### src/rtl/trk_loop_ctrl.sv
// Per-channel tracking-loop sequencer: hands acquisition FCWs to the NCOs,
// sequences the loop filter through pull-in and track, and detects lock loss.
module trk_loop_ctrl #(
    parameter logic [31:0] LOCK_TH    = 32'd4096,
    parameter logic [31:0] UNLOCK_TH  = 32'd16384,
    parameter int unsigned LOCK_CNT   = 16,
    parameter int unsigned UNLOCK_CNT = 8,
    parameter int unsigned PULLIN_MAX = 1000,
    parameter int unsigned CNT_W      = 16
) (
    input  logic        rx_clk,
    input  logic        rx_rst_n,
    input  logic        acq_valid,
    input  logic [31:0] acq_car_fcw,
    input  logic [31:0] acq_prn_fcw,
    input  logic        trk_abort,
    input  logic        rx_prn_sop,
    input  logic [31:0] rx_pll_disc,
    input  logic [31:0] lpf_car_fcw,
    input  logic [31:0] lpf_prn_fcw,
    output logic        lpf_rst,
    output logic        lpf_sop,
    output logic        bw_sel,
    output logic [31:0] tx_car_fcw,
    output logic [31:0] tx_prn_fcw,
    output logic [2:0]  trk_state,
    output logic        lock_flag,
    output logic        lol_pulse
);

    typedef enum logic [2:0] {
        ST_IDLE   = 3'd0,
        ST_LOAD   = 3'd1,
        ST_PULLIN = 3'd2,
        ST_TRACK  = 3'd3,
        ST_LOST   = 3'd4
    } state_e;

    localparam logic [CNT_W-1:0] LOCK_CNT_C   = CNT_W'(LOCK_CNT);
    localparam logic [CNT_W-1:0] UNLOCK_CNT_C = CNT_W'(UNLOCK_CNT);
    localparam logic [CNT_W-1:0] PULLIN_MAX_C = CNT_W'(PULLIN_MAX);

    state_e            state_q, state_d;
    logic [31:0]       base_car_q, base_car_d;
    logic [31:0]       base_prn_q, base_prn_d;
    logic [CNT_W-1:0]  epoch_cnt_q, epoch_cnt_d;
    logic [CNT_W-1:0]  good_cnt_q, good_cnt_d;
    logic [CNT_W-1:0]  bad_cnt_q, bad_cnt_d;
    logic              sop_q;
    logic [31:0]       tx_car_q, tx_car_d;
    logic [31:0]       tx_prn_q, tx_prn_d;
    logic [31:0]       disc_abs;

    // Magnitude of a signed discriminator; the most negative value saturates.
    function automatic logic [31:0] abs_sat(input logic signed [31:0] v);
        if (v == {1'b1, 31'b0})
            return 32'h7FFF_FFFF;
        else if (v[31])
            return $unsigned(-v);
        else
            return $unsigned(v);
    endfunction

    // Epoch counters stick at all-ones instead of wrapping.
    function automatic logic [CNT_W-1:0] sat_inc(input logic [CNT_W-1:0] v);
        return (&v) ? v : v + CNT_W'(1);
    endfunction

    // Control outputs decoded straight from the state register.
    assign lpf_rst   = !((state_q == ST_PULLIN) || (state_q == ST_TRACK));
    assign lpf_sop   = sop_q && ((state_q == ST_PULLIN) || (state_q == ST_TRACK));
    assign bw_sel    = (state_q == ST_TRACK);
    assign lock_flag = (state_q == ST_TRACK);
    assign lol_pulse = (state_q == ST_LOST);
    assign trk_state = state_q;
    assign tx_car_fcw = tx_car_q;
    assign tx_prn_fcw = tx_prn_q;

    // Next-state, base latching and epoch counter update.
    always_comb begin
        state_d     = state_q;
        base_car_d  = base_car_q;
        base_prn_d  = base_prn_q;
        epoch_cnt_d = epoch_cnt_q;
        good_cnt_d  = good_cnt_q;
        bad_cnt_d   = bad_cnt_q;
        disc_abs    = abs_sat(rx_pll_disc);

        if (trk_abort) begin
            // Abort beats everything, including a same-cycle acq_valid.
            state_d     = ST_IDLE;
            epoch_cnt_d = '0;
            good_cnt_d  = '0;
            bad_cnt_d   = '0;
        end else begin
            case (state_q)
                ST_IDLE: begin
                    if (acq_valid) begin
                        base_car_d = acq_car_fcw;
                        base_prn_d = acq_prn_fcw;
                        state_d    = ST_LOAD;
                    end
                end
                ST_LOAD: begin
                    epoch_cnt_d = '0;
                    good_cnt_d  = '0;
                    bad_cnt_d   = '0;
                    state_d     = ST_PULLIN;
                end
                ST_PULLIN: begin
                    if (rx_prn_sop) begin
                        epoch_cnt_d = sat_inc(epoch_cnt_q);
                        good_cnt_d  = (disc_abs < LOCK_TH) ? sat_inc(good_cnt_q) : '0;
                        // Lock takes precedence over an expiring budget.
                        if (good_cnt_d >= LOCK_CNT_C)
                            state_d = ST_TRACK;
                        else if (epoch_cnt_d >= PULLIN_MAX_C)
                            state_d = ST_LOST;
                    end
                end
                ST_TRACK: begin
                    if (rx_prn_sop) begin
                        bad_cnt_d = (disc_abs > UNLOCK_TH) ? sat_inc(bad_cnt_q) : '0;
                        if (bad_cnt_d >= UNLOCK_CNT_C)
                            state_d = ST_LOST;
                    end
                end
                ST_LOST: begin
                    state_d = ST_IDLE;
                end
                default: begin
                    state_d = ST_IDLE;
                end
            endcase
        end

        // Filter corrections only count once the filter is out of reset.
        tx_car_d = base_car_q + (lpf_rst ? 32'd0 : lpf_car_fcw);
        tx_prn_d = base_prn_q + (lpf_rst ? 32'd0 : lpf_prn_fcw);
    end

    // State, base, counter and output registers.
    always_ff @(posedge rx_clk or negedge rx_rst_n) begin
        if (!rx_rst_n) begin
            state_q     <= ST_IDLE;
            base_car_q  <= '0;
            base_prn_q  <= '0;
            epoch_cnt_q <= '0;
            good_cnt_q  <= '0;
            bad_cnt_q   <= '0;
            sop_q       <= 1'b0;
            tx_car_q    <= '0;
            tx_prn_q    <= '0;
        end else begin
            state_q     <= state_d;
            base_car_q  <= base_car_d;
            base_prn_q  <= base_prn_d;
            epoch_cnt_q <= epoch_cnt_d;
            good_cnt_q  <= good_cnt_d;
            bad_cnt_q   <= bad_cnt_d;
            sop_q       <= rx_prn_sop;
            tx_car_q    <= tx_car_d;
            tx_prn_q    <= tx_prn_d;
        end
    end

endmodule

### config.mk
export PLATFORM = sky130hd
export DESIGN_NAME = trk_loop_ctrl
export DESIGN_NICKNAME = d
export VERILOG_FILES = /design/src/rtl/trk_loop_ctrl.sv
export SDC_FILE = /design/constraint.sdc
export NUM_CORES = 1
export LEC_CHECK = 0
export ABC_AREA = 0
export ABC_CLOCK_PERIOD_IN_PS = 8300
export BUFFER_PORTS_ARGS = -buffer_cell sky130_fd_sc_hd__buf_2
export CAP_MARGIN = 30
export CORE_MARGIN = 8
export CORE_UTILIZATION = 30
export CTS_CLUSTER_DIAMETER = 120
export DETAILED_ROUTE_END_ITERATION = 16
export SLEW_MARGIN = 30
export SYNTH_ARGS = -nofsm -noshare
export SYNTH_HDL_FRONTEND = slang
export SYNTH_SLANG_ARGS = --single-unit
### constraint.sdc
create_clock -name rx_clk -period 8.3 [get_ports rx_clk]
set_clock_uncertainty 0.05 [all_clocks]
set_input_delay 1.66 -clock rx_clk [delete_from_list [all_inputs] [get_ports rx_clk]]
set_output_delay 1.66 -clock rx_clk [all_outputs]
set_load 0.1 [all_outputs]
* Word-level counts from Yosys, hierarchy flattened
Index checks and enable logic that the tools add are counted.
Storage, ports and cells: output and inout bits 72, input bits 165, register bits after elaboration 180, logic and storage cells 70
Cells by class: add/sub/neg operators 6, equal/unequal tests 10, reductions and logical operators 13, multiplexer cells 26, order comparisons 5, bitwise logic cells 1
Operators with widths (count):
- $mux W16 | 11
- $mux W32 | 4
- $pmux W16 S2 | 3
- $add A32 B32 Y32 | 2
- $add A16 B1 Y16 const B | 3
- $reduce_and A16 Y1 | 3
- $eq A32 B32 Y1 const B | 1
- $gt A32 B15 Y1 const B | 1
- $lt A32 B13 Y1 const B | 1
- $neg A32 Y32 | 1
- $mux W3 | 7
- $ge A16 B10 Y1 const B | 1
- $ge A16 B4 Y1 const B | 1
- $ge A16 B5 Y1 const B | 1
- $pmux W3 S4 | 1
- $ne A3 B3 Y1 const B | 3
- $eq A3 B2 Y1 const B | 2
- $reduce_bool A3 Y1 | 2
- $reduce_and A5 Y1 | 1
- $ne A4 B2 Y1 const B | 1
- $reduce_and A2 Y1 | 2
- $eq A3 B1 Y1 const B | 1
- $eq A3 B3 Y1 const B | 1
- $logic_not A3 Y1 | 1
- other kinds (6) | 6

* Logic depth before layout (Yosys ltp)
Gate-level depths: netlist of the first run.
depth after elaboration 10, gate-level depth with buffers 18, depth with buffers taken out 15

* Worst setup path before layout of the first run
Ideal clock, no wire load.
path kind reg2out, start point reg state_q[2], in the netlist trk_state[2], end point out lol_pulse, cell stages (with the launch flop) 3, path buffers 0, data required time 6.590 ns, data arrival time 3.203 ns, path slack 3.387 ns, path through dfrtp_1 > inv_1 > nor3_1
On the way: longest elaborated chain between the ends 1
RTL lines:
- start, declared | RTL line 43 | state_e state_q, state_d;
- start signal, assigned | RTL line 155 | state_q <= state_d;
- $eq A3 B3 Y1 | RTL line 74 | assign lol_pulse = (state_q == ST_LOST);
- end, declared | RTL line 28 | output logic lol_pulse
No other way between the ends.

* Worst setup path in the final report of the first run
start point reg state_q[1], in the netlist trk_state[1], end point reg tx_car_q[30], in the netlist tx_car_fcw[30]
On the way: longest elaborated chain between the ends 4, elaborated cells on any way between the ends 5, those cells by class 1 x add/sub; 2 x eq/ne; 1 x mux; 1 x reduce/logical
RTL lines:
- $eq A3 B2 Y1 | RTL line 70 | assign lpf_rst = !((state_q == ST_PULLIN) || (state_q == ST_TRACK));
- $logic_or A1 B1 Y1 (*) | RTL line 70
- $mux W32 (*) | RTL line 138 | tx_car_d = base_car_q + (lpf_rst ? 32'd0 : lpf_car_fcw);
- $add A32 B32 Y32 (*) | RTL line 138
- named net tx_car_d[30] | RTL line 50 | logic [31:0] tx_car_q, tx_car_d;
- end signal, assigned | RTL line 162 | tx_car_q <= tx_car_d;
- end, declared | RTL line 50
The timed path passes the listed nets; every way through them passes the cells marked *. A chain may end at the register's enable or synchronous reset.

==> metrics.yaml, run 1 <==
reg2reg_to: "tx_car_fcw[30]$_DFF_PN0_"
fmax_ghz: 0.210
pwr_density_cell_mw_per_mm2: 389
power_mw: 5.49
io-pin-count: 237
cp_max_fo: 46
synth.area.top_cells: "dfrtp_1 38%, ha_1 7.0%, mux2_2 6.6%, xnor2_1 3.7%, and2_1 3.5%"
yosysTopAreaCell: "dfrtp_1"
gr-usage-met1_pct: 18.5
finalSetupTns_ns: 0
via_per_inst: 5.12
clk_latency_ns: 0.45
holdBufCountCts: 0
nets: 1714
synth_common_cells: "180 x dfrtp_1, 99 x nor2_1, 94 x nand2_1, 78 x o21ai_0, 73 x a21oi_1"
fill_cells: 3914
grt_pass1_wl_mm: 52.2
async_reset_ff_share_pct: 100
dr_total_vias: 10300
place_area_mm2: 0.0135
timing.final.ws_setup_ns: 3.55
synth_top_area_share_pct: 38.4
layout-drive-gt1-share_pct: 24.9
min_from: "base_prn_q[28]$_DFFE_PN0P_"
hold_viol_final: 0
wirelength_mm: 32.5
ys_seq_area_share_pct: 38.4
whs_endpoint: "base_prn_q[28]$_DFFE_PN0P_"
use_met3_pct: 2.88
dp_cells: 1980
clk_path_buf_depth: 2
tritoncts: "built"
end_kind: "flop"
r2r-start: "trk_state[1]$_DFFE_PN0P_"
die_h_um: 214
synth_edf_count: 0
ir_drop_v: 0.000231
critical_path_class: "reg2reg"
synthFlopType: "dfrtp_1"
layout_min_cycle_time_ns: 4.75
cap_violations: 0
cts.sink_count: 180
syn_area_mm2: 0.0117
drt_iter0_markers: 595
rsz0062_at_grt: "false"
ctsResizeCount: 0
antenna_found_initial: 0
ys.warnings.count: 0
hp-class: "reg2reg"
fin_area_mm2: 0.0141
crit_required_ns: 8.58
p_leak_nw: 6.50
maxSlewViolCount: 0
yosysMostFrequentCell: "dfrtp_1"
dr.pass1.iters: 5
cts_root_buf: "clkbuf_16"
arrival_ns: 5.03
drc_errors: 0
relSlewSlack_pct: 48.9
stdcell_count: 2012
synth.ff_latch_count: 180
synth.distinct_cells: 85
syn_avg_cell_area_um2: 9.27
place.gp.congestion: 0.857
clk_pin_slew_worst_paths_ns: 0.07
setup_violations: 0
cts.htree.levels: 4
reg2reg_depth: 16
busiest_layer: "met2"
grt_pass1_vias: 10300
portBuffers: 236
grt-ovfl-total: 0
syn-instance-count: 1266
syn-num-nets: 1499
worst_pin_slew_ns: 0.766
grt_use_met2_pct: 22.8
grt_max_degree: 69
antenna_left: 0
numCtsBuffers: 17
r2r_setup_slack_ns: 3.55
area_growth_pct: 20.2
dieArea_mm2: 0.0457
track_usage_pct: 14.0
rows: 72
crit_path_start_kind: "flop"
post-route-period-util_pct: 57.2
initial_core_util_pct: 30.4
postCtsSetupBuffers: 0
dp_hpwl_mm: 25.1
insertedDiodeCount: 0
pre_cts_slack_ns: 3.15
die-width_um: 214
core_area_mm2: 0.0386
hold_path_depth: 1
wl_per_cell_um: 16.1
status: "finished, final reports clean"
-- worst max path at each step --
stage,from,endpoint
floorplan,trk_state[2]$_DFFE_PN0P_,lol_pulse
global placement,rx_pll_disc[7],good_cnt_q[9]$_DFFE_PN0P_
detailed placement,rx_pll_disc[1],good_cnt_q[9]$_DFFE_PN0P_
CTS,trk_state[1]$_DFFE_PN0P_,tx_car_fcw[30]$_DFF_PN0_
global route,trk_state[1]$_DFFE_PN0P_,tx_car_fcw[30]$_DFF_PN0_
finish,trk_state[1]$_DFFE_PN0P_,tx_car_fcw[30]$_DFF_PN0_
-- per-stage QoR --
stage | hold slack, ns | utilization, %
floorplan | 0.423 | -
global placement | 0.444 | 34.8
detailed placement | 0.452 | 34.8
CTS | 0.473 | 36.5
global route | 0.480 | 36.5
finish | 0.466 | 36.5
-- flip-flops by register name, indices dropped and copies added, names as in the netlist --
signal and flops:
base_prn_q 32, bad_cnt_q 16, sop_q 1, epoch_cnt_q 16, tx_prn_fcw 32, good_cnt_q 16
trk_state 3, tx_car_fcw 32, base_car_q 32
-- worst max-delay path, stage by stage, from the launching register on --
cell and delay [ns]:
dfrtp_1 0.50, nor2b_4 0.55, buf_4 0.49, and2_1 0.20, ha_1 0.23, inv_1 0.07
fa_1 0.40, nor2b_1 0.17, o31ai_1 0.13, a22oi_1 0.39, a221o_1 0.34, a211oi_1 0.15
o31a_1 0.33, a21oi_1 0.23, a21o_1 0.17, a21oi_1 0.08, xnor2_1 0.12
-- kinds of logic after synthesis --
logic type / count (synthesis) / share of synthesized area (%)
simple gates: 469 / 21.2
compound gates: 328 / 18.4
flops: 180 / 38.4
buf+inv: 83 / 2.85
mux: 74 / 7.06
fa+ha+maj: 68 / 7.38
xor+xnor: 64 / 4.78
-- layout make-up --
| type | count | area, µm² | share of cell area, % |
|---|---|---|---|
| clock buffer | 20 | 447 | 3.17 |
| multi-input combinational | 1003 | 6930 | 49.1 |
| clock inverter | 12 | 191 | 1.36 |
| tap | 518 | 648 | 4.59 |
| sequential | 180 | 4500 | 31.9 |
| timing repair buffer | 242 | 1250 | 8.85 |
| inverter | 37 | 139 | 0.984 |
-- power by group --
part	switching, mW	leakage [nW]	internal [mW]
clock network	0.366	0.309	0.520
logic	2.30	3.95	0.909
registers	0.174	2.24	1.22
-- cells in the final DEF (no fill, tap or decap), drive strengths merged, types with 5 or more instances in the layout --
cell | netlist | layout
o21a | 11 | 11
inv | 37 | 43
xnor2 | 49 | 49
clkbuf | 40 | 20
dfrtp | 180 | 180
buf | 6 | 242
nand3 | 46 | 46
a21o | 30 | 30
o31ai | 22 | 22
nand2 | 94 | 94
nand2b | 16 | 16
nand3b | 7 | 7
or4 | 5 | 5
nor3 | 31 | 31
nand4 | 22 | 22
nor2 | 99 | 99
o2111ai | 5 | 5
and3 | 21 | 21
o21ai | 81 | 81
or3 | 5 | 5
o211ai | 5 | 5
xor2 | 15 | 15
and2 | 66 | 66
o21bai | 8 | 8
a21oi | 73 | 73
ha | 66 | 66
or2 | 11 | 11
a211oi | 11 | 11
mux2 | 70 | 70
nor4 | 17 | 17
a31oi | 28 | 28
nor2b | 12 | 12
-- layer usage --
metal	share of wire, %	wire [µm]
met5	0	0
met4	1.6	534
met3	5.9	1920
met2	45	14800
met1	47	15300
Note: power is estimated with default switching activity, not from simulation.
==> run 2, diff against run 1 <==
--- a/config.mk
+++ b/config.mk
@@ -6,7 +6,7 @@
 export NUM_CORES = 1
 export LEC_CHECK = 0
 export ABC_AREA = 0
-export ABC_CLOCK_PERIOD_IN_PS = 8300
+export ABC_CLOCK_PERIOD_IN_PS = 4900
 export BUFFER_PORTS_ARGS = -buffer_cell sky130_fd_sc_hd__buf_2
 export CAP_MARGIN = 30
 export CORE_MARGIN = 8
==> constraint.sdc (replaced) <==
create_clock -name rx_clk -period 4.9 [get_ports rx_clk]
set_clock_uncertainty 0.05 [all_clocks]
set_input_delay 0.98 -clock rx_clk [delete_from_list [all_inputs] [get_ports rx_clk]]
set_output_delay 0.98 -clock rx_clk [all_outputs]
set_load 0.1 [all_outputs]
==> metrics.yaml, run 2 (synthesis gave the netlist of run 1 again) <==
numCtsBuffers: 17
cp_max_fo: 18
antenna_left: 0
rsz0062_at_grt: "false"
portBuffers: 236
critical_path_class: "reg2reg"
core_area_mm2: 0.0386
layout_min_cycle_time_ns: 4.16
finalSetupTns_ns: 0
maxSlewViolCount: 0
wl_per_cell_um: 16.2
status: "finished, final reports clean"
clk_pin_slew_worst_paths_ns: 0.07
critical_path.slowest_cell: "dfrtp_1"
end_kind: "flop"
cts.sink_count: 180
area_growth_pct: 19.9
initial_core_util_pct: 30.4
crit_required_ns: 5.22
seq_power_share_pct: 25.9
die-width_um: 214
dieArea_mm2: 0.0457
power_mw: 9.15
drt_iter0_markers: 642
seq_area_mm2: 0.00450
cts_root_buf: "clkbuf_16"
ctsResizeCount: 0
drc_errors: 0
die_h_um: 214
fmax_ghz: 0.241
clk_latency_ns: 0.45
post-route-period-util_pct: 84.8
pre_cts_slack_ns: 0.526
dp_hpwl_mm: 25.2
switching_share_pct: 52.5
antenna_found_initial: 3
relSlewSlack_pct: 42.8
cpPeakStageDelay_ns: 0.50
ir_drop_v: 0.000438
mostFrequentLayoutCells: "235 x buf_2, 180 x dfrtp_1, 99 x nor2_1"
dr.pass1.iters: 5
grt_max_degree: 99
grt_pass1_wl_mm: 51.5
via_per_inst: 5.14
clk_path_buf_depth: 2
p_leak_nw: 6.49
worst_pin_slew_ns: 0.857
holdBufCountCts: 0
fill_cells: 3892
whs_ns: 0.460
power_frac_clock_pct: 14.6
place_area_mm2: 0.0135
layout-drive-gt1-share_pct: 25.1
grt_pass1_vias: 10000
p_comb_share_pct: 59.4
pwr_density_cell_mw_per_mm2: 650
io-pin-count: 237
fin_area_mm2: 0.0141
crit_path_start_kind: "flop"
rows: 72
p_int_mw: 4.35
timing.final.ws_setup_ns: 0.743
dr_total_vias: 10400
multi_input_area_mm2: 0.00692
setup_violations: 0
tritoncts: "built"
cap_violations: 0
insertedDiodeCount: 0
layout_commonest_cell: "buf_2"
wirelength_mm: 32.6
switching_power_mw: 4.80
arrival_ns: 4.47
crit_path_frequent_cell: "a21oi_1"
nets: 1719
postCtsSetupBuffers: 0
crit_chain: "nor2b_4 -> buf_4 -> and2_1 -> ha_1 -> a2111oi_0 -> a22oi_1 -> a221o_1 -> a211oi_1 -> o31a_1 -> a21oi_1 -> a21o_1 -> a21oi_1 -> xnor2_1"
place.gp.congestion: 0.865
hold_viol_final: 0
track_usage_pct: 13.9
hp-class: "reg2reg"
grt-ovfl-total: 0
cts.htree.levels: 4
run 2: metrics by stage:
| step | std cells | util (%) |
|---|---|---|
| after global placement | 1984 | 34.9 |
| after global routing | 2017 | 36.4 |
| after detailed placement | 1985 | 35.0 |
| after floorplan | 1266 | - |
| final | 2017 | 36.4 |
| after CTS | 2017 | 36.4 |
run 2: final cells by class:
type | instances | area share (%)
Multi-Input combinational cell | 1003 | 49.2
Timing Repair Buffer | 247 | 9.20
Sequential cell | 180 | 32.0
Clock buffer | 20 | 3.17
Inverter | 37 | 0.987
Tap cell | 518 | 4.61
Clock inverter | 12 | 0.836
run 2: per-layer routing:
layer  track usage [%]  part of all wire [%]
met1              18.6                    47
met2              22.1                    45
met3              2.85                   6.5
met4              4.63                   1.9
met5                 0                  0.10
run 2: final timing paths:
| path | start | slack (ns) | cells past startpoint | endpoint |
|---|---|---|---|---|
| max | trk_state[1]$_DFFE_PN0P_ | 0.74 | 13 | tx_car_fcw[30]$_DFF_PN0_ |
| min | base_prn_q[0]$_DFFE_PN0P_ | 0.46 | 1 | tx_prn_fcw[0]$_DFF_PN0_ |
| max reg2reg | trk_state[1]$_DFFE_PN0P_ | 0.74 | 13 | tx_car_fcw[30]$_DFF_PN0_ |
| min reg2reg | base_prn_q[0]$_DFFE_PN0P_ | 0.46 | 1 | tx_prn_fcw[0]$_DFF_PN0_ |
| max in group asynchronous | rx_rst_n | 3.26 | 2 | tx_prn_fcw[12]$_DFF_PN0_ |
| min in group asynchronous | rx_rst_n | 0.54 | 1 | epoch_cnt_q[6]$_DFFE_PN0P_ |
run 2: power by group through the flow:
stage	registers (mW)	clock network [mW]	logic, mW
3_5_place_dp	2.41	0	5.45
6_report	2.37	1.34	5.44
5_1_grt	2.44	1.44	5.85
3_3_place_gp	2.39	0	5.40
4_1_cts	2.38	1.38	5.47
2_1_floorplan	4.35	0	2.38
run 2: critical path: cells and delay by family, from the launching register on:
family	cells	cell delay, ns
AO/OA/AOI/OAI	8	2.26
XOR/XNOR	1	0.13
adder cells (fa/ha/maj)	1	0.28
buffers and inverters	1	0.28
flip-flops	1	0.50
AND/OR/NAND/NOR	2	0.58
